`config.mk`:
```
export PLATFORM = sky130hd
export DESIGN_NAME = temp_word_tx
export DESIGN_NICKNAME = d
export VERILOG_FILES = /design/src/rtl/temp_word_tx.sv
export SDC_FILE = /design/constraint.sdc
export NUM_CORES = 1
export LEC_CHECK = 0
export BUFFER_PORTS_ARGS = -buffer_cell sky130_fd_sc_hd__buf_2
export CAP_MARGIN = 20
export CORE_AREA = 3 3 48 50
export CTS_BUF_LIST = sky130_fd_sc_hd__clkbuf_4
export CTS_CLUSTER_DIAMETER = 30
export DETAILED_ROUTE_END_ITERATION = 12
export DIE_AREA = 0 0 51 53
export HOLD_SLACK_MARGIN = 0.15
export PLACE_DENSITY = 0.88
export SYNTH_ARGS = -nofsm -noshare
export SYNTH_HDL_FRONTEND = slang
export SYNTH_SLANG_ARGS = --single-unit
```
`constraint.sdc`:
```
create_clock -name clk -period 3 [get_ports clk]
set_clock_uncertainty 0.05 [all_clocks]
set_input_delay 0.45 -clock clk [delete_from_list [all_inputs] [get_ports clk]]
set_output_delay 0.45 -clock clk [all_outputs]
set_load 0.1 [all_outputs]
```
`src/rtl/temp_word_tx.sv`:
```
// Nibble-serial transmitter for one 8-bit temperature word plus unit code to a converter.
// Optional parity nibble (hi ^ lo) after the low nibble when TEMP_TX_PARITY_EN is defined.
module temp_word_tx #(
  parameter int GAP = 1
) (
  input  logic       clk,
  input  logic       clr,
  input  logic       go,
  input  logic [7:0] temp,
  input  logic [1:0] unit,
  output logic [3:0] X,
  output logic [1:0] sel,
  output logic       ld,
  output logic       st,
  output logic       busy,
  output logic       done
);

  typedef enum logic [3:0] {
    IDLE,
    HI,
    GAP_HI,
    LO,
    GAP_LO,
    START,
    FIN
`ifdef TEMP_TX_PARITY_EN
    ,
    PAR,
    GAP_PAR
`endif
  } state_t;

  localparam logic [3:0] GAP_LAST = 4'(GAP - 1);

  state_t     state_reg, state_next;
  logic [3:0] cnt_reg, cnt_next;
  logic [7:0] temp_reg, temp_next;
  logic [3:0] x_reg, x_next;
  logic [1:0] sel_reg, sel_next;
  logic       ld_reg, ld_next;
  logic       st_reg, st_next;
  logic       busy_reg, busy_next;
  logic       done_reg, done_next;

  always_ff @(posedge clk or negedge clr) begin
    if (!clr) begin
      state_reg <= IDLE;
      cnt_reg   <= '0;
      temp_reg  <= '0;
      x_reg     <= '0;
      sel_reg   <= '0;
      ld_reg    <= 1'b0;
      st_reg    <= 1'b0;
      busy_reg  <= 1'b0;
      done_reg  <= 1'b0;
    end else begin
      state_reg <= state_next;
      cnt_reg   <= cnt_next;
      temp_reg  <= temp_next;
      x_reg     <= x_next;
      sel_reg   <= sel_next;
      ld_reg    <= ld_next;
      st_reg    <= st_next;
      busy_reg  <= busy_next;
      done_reg  <= done_next;
    end
  end

  always_comb begin
    state_next = state_reg;
    cnt_next   = '0;
    temp_next  = temp_reg;
    sel_next   = sel_reg;
    x_next     = x_reg;

    case (state_reg)
      IDLE: begin
        if (go) begin
          state_next = HI;
          temp_next  = temp;
          // Kelvin has two codes on the input but only one on the converter side
          sel_next   = unit[1] ? 2'b10 : unit;
        end
      end
      HI: state_next = GAP_HI;
      GAP_HI: begin
        if (cnt_reg == GAP_LAST) state_next = LO;
        else                     cnt_next   = cnt_reg + 4'd1;
      end
      LO: state_next = GAP_LO;
      GAP_LO: begin
        if (cnt_reg == GAP_LAST) begin
`ifdef TEMP_TX_PARITY_EN
          state_next = PAR;
`else
          state_next = START;
`endif
        end else begin
          cnt_next = cnt_reg + 4'd1;
        end
      end
`ifdef TEMP_TX_PARITY_EN
      PAR: state_next = GAP_PAR;
      GAP_PAR: begin
        if (cnt_reg == GAP_LAST) state_next = START;
        else                     cnt_next   = cnt_reg + 4'd1;
      end
`endif
      START:   state_next = FIN;
      FIN:     state_next = IDLE;
      default: state_next = IDLE;
    endcase

    // Outputs are decoded from the next state so the registered copies line up with it
    ld_next   = (state_next == HI) || (state_next == LO);
    st_next   = (state_next == START);
    done_next = (state_next == FIN);
    busy_next = (state_next != IDLE);

    case (state_next)
      HI: x_next = temp_next[7:4];
      LO: x_next = temp_reg[3:0];
`ifdef TEMP_TX_PARITY_EN
      PAR: begin
        x_next  = temp_reg[7:4] ^ temp_reg[3:0];
        ld_next = 1'b1;
      end
`endif
      default: x_next = x_reg;
    endcase
  end

  assign X    = x_reg;
  assign sel  = sel_reg;
  assign ld   = ld_reg;
  assign st   = st_reg;
  assign busy = busy_reg;
  assign done = done_reg;

endmodule
```
[Yosys cells after proc, flatten, opt, wreduce, memory -nomap -nowiden]
Index checks and enable logic that the tools add are counted.
Operators by class
  reduce and logical (&&, ||, !) cells: 7
  eq/ne operators: 9
  mux-type cells: 10
  add/sub/neg operators: 1
Operators with widths (number)
  $pmux W4 S6: 1
  $mux W4: 5
  $eq A4 B3 Y1 const B: 4
  $mux W8: 2
  $eq A4 B2 Y1 const B: 3
  $eq A4 B1 Y1 const B: 2
  $logic_not A4 Y1: 2
  $pmux W4 S2: 1
  $add A4 B1 Y4 const B: 1
  $reduce_bool A4 Y1: 1
  $mux W2: 1
  $reduce_and A2 Y1: 1
  $reduce_bool A2 Y1: 1
  $reduce_or A2 Y1: 1
  $logic_or A1 B1 Y1: 1
Storage, ports and cells
  input port bits: 13
  register bits after elaboration: 26
  word-level logic and storage cells: 37

[Longest topological paths before layout]
Gate-level depths: netlist of run 1.
  depth after elaboration: 5
  depth in mapped cells: 6

[Least setup slack after synthesis of run 1]
Ideal clock, no wire load.
  kind: flip-flop to flip-flop
  start: reg cnt_reg[0]
  end: reg x_reg[0], in the netlist X[0]
  stages on the path, launching flop included: 7
  path buffers: 0
  library setup time: 0.125 ns
  slack: 1.056 ns
  arrival time: 1.769 ns
  data required time: 2.825 ns
  path through: dfrtp_1 -> inv_1 -> ha_1 -> nor3b_1 -> nand3b_1 -> a221oi_4 -> mux2_2
Between the ends
  word-level cells in the longest chain between the ends: 5
  elaborated cells on any way between the ends: 8
  those cells by class: 2 x eq/ne; 4 x mux; 2 x reduce/logical
RTL lines
  from (decl): RTL line 37  | logic [3:0] cnt_reg, cnt_next;
  from (signal assigned): RTL line 59  | cnt_reg <= cnt_next;
  $logic_not A4 Y1 (*): RTL line 88, 93
  $mux W4, on equally long branches: RTL line 93, 88
  $pmux W4 S6 (*): RTL line 77  | case (state_reg)
  $eq A4 B2 Y1 / $eq A4 B1 Y1 (equally long branches): RTL line 121  | case (state_next)
  $pmux W4 S2 / $reduce_bool A2 Y1 (equally long branches)
  to (signal assigned): RTL line 61  | x_reg <= x_next;
  to (decl): RTL line 39  | logic [3:0] x_reg, x_next;
Every way passes the cells marked *; elsewhere a longest branch is shown, timed or not.
A chain may end at the register's enable or synchronous reset.

[Worst setup path after layout of run 1]
  start: reg cnt_reg[0]
  end: reg x_reg[3], in the netlist X[3]
Same word-level chain as after synthesis.

==> results.txt, run 1 <==
* Run status: finished clean
- Cells with a size suffix above 1 make up 25.6% of the layout.
- Critical register-to-register path endpoint: X[3]$_DFFE_PN0P_
* P per Cell Area: 924 mW/mm²
- The path with the worst hold slack has its endpoint at temp_reg[3]$_DFFE_PN0P_.
- Of the total power, the share spent switching nets is 49.5%.
- Average footprint of a synthesized cell: around 11 µm²
- For this run, the post-layout net count is about 150.
- Post-detailed-placement half-perimeter wirelength: 1540 µm
- After synthesis, the netlist uses 29 different library cells.
* Highest metal layer used by the detailed router: met4
- RSZ-0062 raised after global routing: no
* Quantity of gates resized following cts: 0
- Post-CTS timing repair inserted 0 buffers for setup.
* Share of synthesized area occupied by flip-flops and latches: 56.7%
- Int Pwr: 612 µW
- The startpoint identified for the worst hold timing path is temp[3].
- When the netlist entered floorplanning its net count stood at 120.
- The number of max-slew violations in the final report was 0.
- STA classifies the critical path startpoint as a register.
- Buffers on Ports: 22
- Setup violations remaining at the end of the flow were counted as 0.
* Worst setup slack after layout: about 0.77 ns
* Number of global-route vias before repair: just over 800
- The area growth from synthesis to layout is 14.3%.
* Antenna violations before repair: 0
* Switching power: 599 µW
* Remaining global-route overflow: 0
- Standard-cell row count: 16
* Effective utilization at floorplan: between 50% and 60%
* HP Class: input pin to register
- Including well taps, the total number of placed cells is 152.
- Before antenna repair, the detailed router went through 4 iterations.
* Die Outline Area: 0.00270 mm²
- The analysis attributes to cell leakage a power of 0.652 nW.
- Library cell used as clock root buffer: sky130_fd_sc_hd__clkbuf_4
- The setup check on the worst reg-to-reg path leaves a slack of around 0.77 ns.
* Final Hold Viols: 0
- Depth of the CTS H-tree: 1
* Startpoint-to-endpoint class of the critical path: register to register
- Vias: 839
- For the pin with the worst max-slew slack, the measured transition is around 0.54 ns.
- In the routed design, unresolved DRC markers number 0.
- Total design power: 1.21 mW
- Clock latency reported for the late side of the worst-skew pair: 0.31 ns
* Number of ports placed on the die boundary: 23
- STA puts the critical path data required time at 3.15 ns.
- Die width: a little over 50 µm
* Via-to-Cell Ratio: between 5 and 6
- Maximum number of pins on one net before global-route repair: 27
* Number of cells produced by synthesis: 105
- Clock power share: 11.6%
- Number of buffers on the longest clock path: 2
* Die Ht: 53 µm
- Final GP Congestion: 0.780
* Detail Route Antenna Nets: 0
- After clock tree synthesis, the clock-pin slew on the worst setup and hold paths is approximately 0.13 ns.
- After detailed routing, the average wire length per cell comes to 13.2 µm.
* TritonCTS clock tree: yes
- Fraction of power consumed by sequential logic: 41.1%
- Total of warnings raised by yosys: 0
* WHS: around 0.27 ns
* Number of buffers inserted during clock tree synthesis: 3
- In this run the worst path has a maximum fanout of 5.
- Global routing consumed, over all layers together, 18.5% of the routing resources.
* Final non-filler cell total: 156
- Logic gate share of total power: 47.4%
* Number of sinks on the clock net: 26
* Total wire length: 2060 µm
- Source of the worst register-to-register timing path: cnt_reg[0]$_DFF_PN0_
- The detailed router put a total of around 910 µm of wire on met1.
- STA puts the critical path data arrival time at around 2.4 ns.
* Max rail drop VDD: 562 µV
- In this run the cell area of the synthesized design comes to 0.00115 mm².
* Met2 wirelength from detailed routing: 1040 µm
- Flip-flop and latch count after synthesis: 26
* Peak Freq: 448 MHz
* Critical Path End Type: register
* Pre-CTS worst setup slack: 0.769 ns
* R2R cell count: 6
- Period utilisation layout: 74.5%
- Counting instances, the worst hold path has a depth of 3.
* Reported max-cap violation count: 0
* Detailed router's first-iteration violation count: 15
- Global-route wire length before repair: 3710 µm
- Detailed routing placed a total of 81 µm of wire on met3.
* Time the final worst path needs with I/O delays and setup: 2.23 ns
- Worst slew slack as a fraction of its limit: a little under two thirds
- Antenna cell count: 0
* Number of flip-flops under the largest register name: 8
* Core box area: between 0.0015 and 0.002 mm²
- For the final routed database, the setup TNS stands at 0 ns.
[layout make-up]
type	count	area, µm²
flip-flops and latches	26	651
fillers	163	631
multi-input cells	71	462
repair buffers	23	120
well taps	27	33.8
clock buffers	3	22.5
inverters	6	22.5
[what timing repair did]
action	in CTS	in global routing
setup endpoints to repair	0	0
hold buffers	1	0
endpoints found under the hold margin	26	0
[metrics by stage]
step                      util [%]  instance area, µm²
after floorplan                  -                1150
after global placement        65.9                1280
after detailed placement      65.9                1280
after CTS                     67.5                1310
after global routing          67.5                1310
final                         67.5                1310
[worst max-delay path by stage]
stage                              start                to  slack [ns]  cells after the start
finish              cnt_reg[0]$_DFF_PN0_  X[3]$_DFFE_PN0P_        0.77                      6
global route        cnt_reg[0]$_DFF_PN0_  X[0]$_DFFE_PN0P_        0.59                      6
CTS                 cnt_reg[0]$_DFF_PN0_  X[3]$_DFFE_PN0P_        0.76                      6
detailed placement  cnt_reg[0]$_DFF_PN0_  X[3]$_DFFE_PN0P_        0.77                      6
global placement    cnt_reg[0]$_DFF_PN0_  X[1]$_DFFE_PN0P_        0.97                      6
floorplan           cnt_reg[0]$_DFF_PN0_  X[0]$_DFFE_PN0P_        1.06                      6
[logic make-up after synthesis]
kind of cell             Yosys count  share of synthesized area, %
AO/OA/AOI/OAI                     16                          10.4
buffers and inverters              8                          3.05
flip-flops                        26                          56.7
adder cells (fa/ha/maj)            2                          2.18
AND/OR/NAND/NOR                   45                          21.2
XOR/XNOR                           3                          2.29
multiplexers                       4                          3.93
other                              1                         0.327
[power by group through the flow]
stage	Sequential [mW]	Combinational, mW	Clock, mW
after floorplan	0.807	0.167	0
after global placement	0.499	0.564	0
after detailed placement	0.504	0.576	0
after CTS	0.497	0.578	0.143
after global routing	0.510	0.609	0.159
final	0.497	0.574	0.140
[worst max-delay path, stage by stage (launching register included)]
cell                       delay [ns]
sky130_fd_sc_hd__dfrtp_1         0.43
sky130_fd_sc_hd__inv_1           0.07
sky130_fd_sc_hd__ha_1            0.14
sky130_fd_sc_hd__nor3b_1         0.44
sky130_fd_sc_hd__nand3b_1        0.22
sky130_fd_sc_hd__a221oi_4        0.40
sky130_fd_sc_hd__mux2_2          0.38
[cells in the final DEF, fill, tap and decap left out, types with 3 or more instances in the layout]
master / netlist / layout
sky130_fd_sc_hd__nand3b_1: 3 / 3
sky130_fd_sc_hd__buf_2: 1 / 22
sky130_fd_sc_hd__a31oi_1: 4 / 4
sky130_fd_sc_hd__nor2_1: 3 / 3
sky130_fd_sc_hd__clkbuf_4: 0 / 3
sky130_fd_sc_hd__a211oi_1: 4 / 4
sky130_fd_sc_hd__dfrtp_1: 26 / 26
sky130_fd_sc_hd__inv_1: 6 / 6
sky130_fd_sc_hd__mux2_2: 4 / 4
sky130_fd_sc_hd__nand3_1: 5 / 5
sky130_fd_sc_hd__nand2_1: 21 / 21
sky130_fd_sc_hd__o21ai_0: 4 / 4
[per-layer routing]
layer	global-route usage (%)	up-vias
li1	-	410
met5	0	-
met2	31.1	20
met1	23.0	405
met4	7.17	0
met3	4.23	4
[cells in the mapped netlist, drive strengths merged]
cell	count	area, µm²
xnor2	2	17.5
nor2	3	11.3
dfrtp	26	651
a211oi	4	30.0
ha	2	25.0
buf	2	12.5
a31oi	4	25.0
or3	2	12.5
mux2	4	45.0
nand2b	2	12.5
nor3	2	10.0
or4	1	7.51
o21ai	5	25.0
nand3	5	25.0
conb	1	3.75
xor2	1	8.76
a21oi	1	5.00
inv	6	22.5
nand2	22	90.1
or3b	1	8.76
a21o	1	7.51
nor4	1	21.3
nand3b	3	22.5
nor3b	2	15.0
and2	1	6.26
a221oi	1	26.3
No activity file was read; power rests on OpenSTA's default activity.
==> run 2, diff against run 1 <==
CORE_AREA = 3 3 52 54   (was 3 3 48 50)
DIE_AREA = 0 0 55 57   (was 0 0 51 53)
PLACE_DENSITY = 0.8   (was 0.88)
clock period = 2.01 ns   (was 3 ns; I/O delays follow)
==> run 2 against run 1 <==
Fmax grew 18%. Sequential share of layout area shrank 4.6 points. Highest routed layer unchanged. Combinational power grew 56%. Non-clock buffer count grew 11. Sequential power grew 47%. Die area grew 16%.
==> results.txt, run 2 (synthesis gave the netlist of run 1 again) <==
- The run finished with clean final reports.
- Util after Layout: 64.1% (-3.4 points)
- Number of flip-flops under the largest register name: 8 (unchanged)
- In this run the critical register-to-register path is captured at X[0]$_DFFE_PN0P_.
- The core area is 0.00225 mm² (+16%).
* Number of DRC violations after detailed routing: 0 (unchanged)
- Reported max-cap violation count: 0 (unchanged)
* Instance count on the critical path: 4 (-2)
- The remaining number of nets flagged by the antenna check after routing was 0 (unchanged).
- The overall routed net length was 2120 µm (+2.9%).
- The number of buffer and inverter stages on the critical path came to 0 (-1).
- The endpoint arrival time on the critical path was 2.06 ns (-0.33 ns).
- Peak Freq: 528 MHz (+18%)
* Global-route wire length before repair: 3540 µm (-4.7%)
* Buffers on Ports: 22 (unchanged)
- DR WL/cell: 12.5 µm (-5.0%)
* Remaining global-route overflow: 0 (unchanged)
- Pre-CTS worst setup slack: 0.0376 ns (-0.731 ns)
* Postcts setup bufs: 0 (unchanged)
- The final weighted congestion in routability-driven placement came to 0.717 (-8.0%).
- Setup TNS: 0 ns (unchanged)
- The count of TritonRoute iterations in the first routing pass came to 4 (unchanged).
- The pin slew with the least headroom to its limit came to 0.558 ns (+0.0138 ns).
* Standby leakage power: 0.718 nW (+10%)
* Switching power: 904 µW (+51%)
- The top fanout value on the critical path came to 5 (unchanged).
* R2R Setup Slk: 0.12 ns (-0.65 ns)
- The starting utilization of the core area was 50.9% (-8.2 points).
* Int Pwr: 1.07 mW (+75%)
- Vias: 851 (+1.4%)
- Die width: 55 µm (+7.8%)
* Die Outline Area: 0.00314 mm² (+16%)
- The number of violations reported at the end of detailed-routing iteration 0 came to 5 (-10).
- In this run the critical register-to-register path is launched from state_reg[0]$_DFF_PN0_.
- Max Slew Vio Count: 0 (unchanged)
- Setup repair after global routing left no endpoint under its margin.
- The ratio of final minimum period to clock period came to 94.3% (+20 points).
* Maximum number of pins on one net before global-route repair: 27 (unchanged)
* Area grow syn2layout: 26.0%
- The worst setup path is captured at a register.
- Final Hold Viols: 0 (unchanged)
- The final number of setup-violating endpoints came to 0 (unchanged).
* HP Class: input pin to register
- The placed cell area was 0.00132 mm² (+3.0%).
- Worst setup slack after layout: 0.115 ns (-0.651 ns)
- Library cell used as clock root buffer: sky130_fd_sc_hd__clkbuf_4
- The mean number of vias per cell is 5.04 (-6.4%).
- The maximum buffer depth of the clock tree was 2 (unchanged).
* Clock latency reported for the late side of the worst-skew pair: 0.32 ns (about the same)
* CP max-delay cell: sky130_fd_sc_hd__or4_1
- The clock-pin transition on the worst setup and hold timing paths came to 0.14 ns (about the same).
- STA classifies the critical path startpoint as a register.
- The path depth of the worst reg2reg path came to 4 (-2).
- The initial antenna violation count was 0 (unchanged).
* Tot GR Track Use: 15.7% (-2.8 points)
- Time the final worst path needs with I/O delays and setup: 1.89 ns (-0.339 ns)
- Number of buffers inserted during clock tree synthesis: 3 (unchanged)
* Worst hold path stage count: 3 (unchanged)
- Number of sinks on the clock net: 26 (unchanged)
* TritonCTS clock tree: yes
- Logic gate share of total power: 45.4% (-2.0 points)
- The required time reported for the critical path endpoint was 2.17 ns (-0.98 ns).
- The die height is 57 µm (+7.5%).
- Launch instance of the worst min-delay path: temp[5]
- The detailed-placement wirelength estimate came to 1560 µm (+1.7%).
- # nets final: 157 (+7.5%)
- Most common cell after layout, fill and taps aside: sky130_fd_sc_hd__dfrtp_1
- The peak ir drop on the vdd network came to 1100 µV (+96%).
- The I/O pin count was 23 (unchanged).
- In this design, the largest share of critical-path delay is due to simple AND/OR/NAND/NOR gates.
- Worst slew slack as a fraction of its limit: 62.8% (-0.92 points)
- The worst hold path terminates at temp_reg[5]$_DFF_PN0_.
* Leading cell types in the layout, fill and taps excluded: sky130_fd_sc_hd__dfrtp_1 (26), sky130_fd_sc_hd__buf_2 (22), sky130_fd_sc_hd__nand2_1 (21)
- Startpoint-to-endpoint class of the critical path: register to register
- The placement row count was 17 (+1).
- Clock power share: 17.7% (+6.1 points)
- Ordered cell list for the critical path: or4_1 -> o21ai_0 -> a31oi_1 -> mux2_2
- Depth of the CTS H-tree: 1 (unchanged)
- Number of global-route vias before repair: 848 (+2.3%)
- The number of inserted diodes came to 0 (unchanged).
- The proportion of total power due to net switching is 45.8% (-3.7 points).
- Fin area: 0.00145 mm² (+10%)
- The critical path's largest stage delay was 0.62 ns (+0.18 ns).
* Share of cells above drive strength 1: 28.4% (+2.8 points)
- Filler Cell Count: 195 (+20%)
- The sequential cell fraction of total power is 36.9% (-4.2 points).
- The areal power density over the cells was 1370 mW/mm² (+48%).
-- run 2: changes by cell type in the layout (fill, tap and decap cells not counted) --
cell,previous run,this run
sky130_fd_sc_hd__dlygate4sd3_1,1,7
sky130_fd_sc_hd__nor3b_1,2,1
sky130_fd_sc_hd__bufinv_16,0,1
sky130_fd_sc_hd__nor3b_2,0,1
sky130_fd_sc_hd__buf_4,0,5
-- run 2: power groups by stage --
stage / clock network [mW] / logic [mW] / registers (mW)
2_1_floorplan: 0 / 0.249 / 1.20
5_1_grt: 0.381 / 0.948 / 0.748
6_report: 0.349 / 0.897 / 0.729
4_1_cts: 0.359 / 0.902 / 0.729
3_3_place_gp: 0 / 0.876 / 0.732
3_5_place_dp: 0 / 0.892 / 0.739
-- run 2: worst max path at each step --
stage                     slack (ns)               end              startpoint
final                           0.12  X[0]$_DFFE_PN0P_  state_reg[0]$_DFF_PN0_
after detailed placement        0.04  X[0]$_DFFE_PN0P_    cnt_reg[0]$_DFF_PN0_
after global placement          0.13  X[3]$_DFFE_PN0P_    cnt_reg[0]$_DFF_PN0_
after global routing            0.02  X[0]$_DFFE_PN0P_  state_reg[0]$_DFF_PN0_
after floorplan                 0.07  X[0]$_DFFE_PN0P_    cnt_reg[0]$_DFF_PN0_
after CTS                       0.01  X[0]$_DFFE_PN0P_    cnt_reg[0]$_DFF_PN0_
-- run 2: cell type report --
cell class | count | area, µm² | share of cell area [%]
multi-input combinational | 71 | 467 | 32.3
clock inverter | 1 | 30.0 | 2.08
timing repair buffer | 34 | 218 | 15.1
clock buffer | 3 | 22.5 | 1.56
inverter | 6 | 22.5 | 1.56
sequential | 26 | 651 | 45.0
tap | 28 | 35.0 | 2.42
-- run 2: metrics by stage --
step           power, mW  hold slack, ns  std cells
3_5_place_dp        1.63           0.277        158
3_3_place_gp        1.61           0.265        158
4_1_cts             1.99           0.187        169
5_1_grt             2.08           0.195        169
6_report            1.97           0.193        169
2_1_floorplan       1.45         -0.0441        105
-- run 2: timing repair --
| action | 4_1_cts | 5_1_grt |
|---|---|---|
| hold buffers | 7 | 0 |
| endpoints found under the hold margin | 32 | 0 |
| resized for setup | 0 | 1 |
| endpoints found under the setup margin | 0 | 4 |
-- run 2: worst reg2reg max path: stages, from the launching register on --
cell and delay (ns):
sky130_fd_sc_hd__dfrtp_1 0.46, sky130_fd_sc_hd__or4_1 0.63, sky130_fd_sc_hd__o21ai_0 0.24, sky130_fd_sc_hd__a31oi_1 0.14
sky130_fd_sc_hd__mux2_2 0.28
-- run 2: metal layers --
| metal | wire, µm | track usage, % | up-vias |
|---|---|---|---|
| li1 | - | - | 427 |
| met1 | 903 | 17.4 | 404 |
| met2 | 1100 | 27.9 | 16 |
| met3 | 77 | 2.61 | 4 |
| met4 | 37 | 7.29 | 0 |
| met5 | 0 | 0 | - |
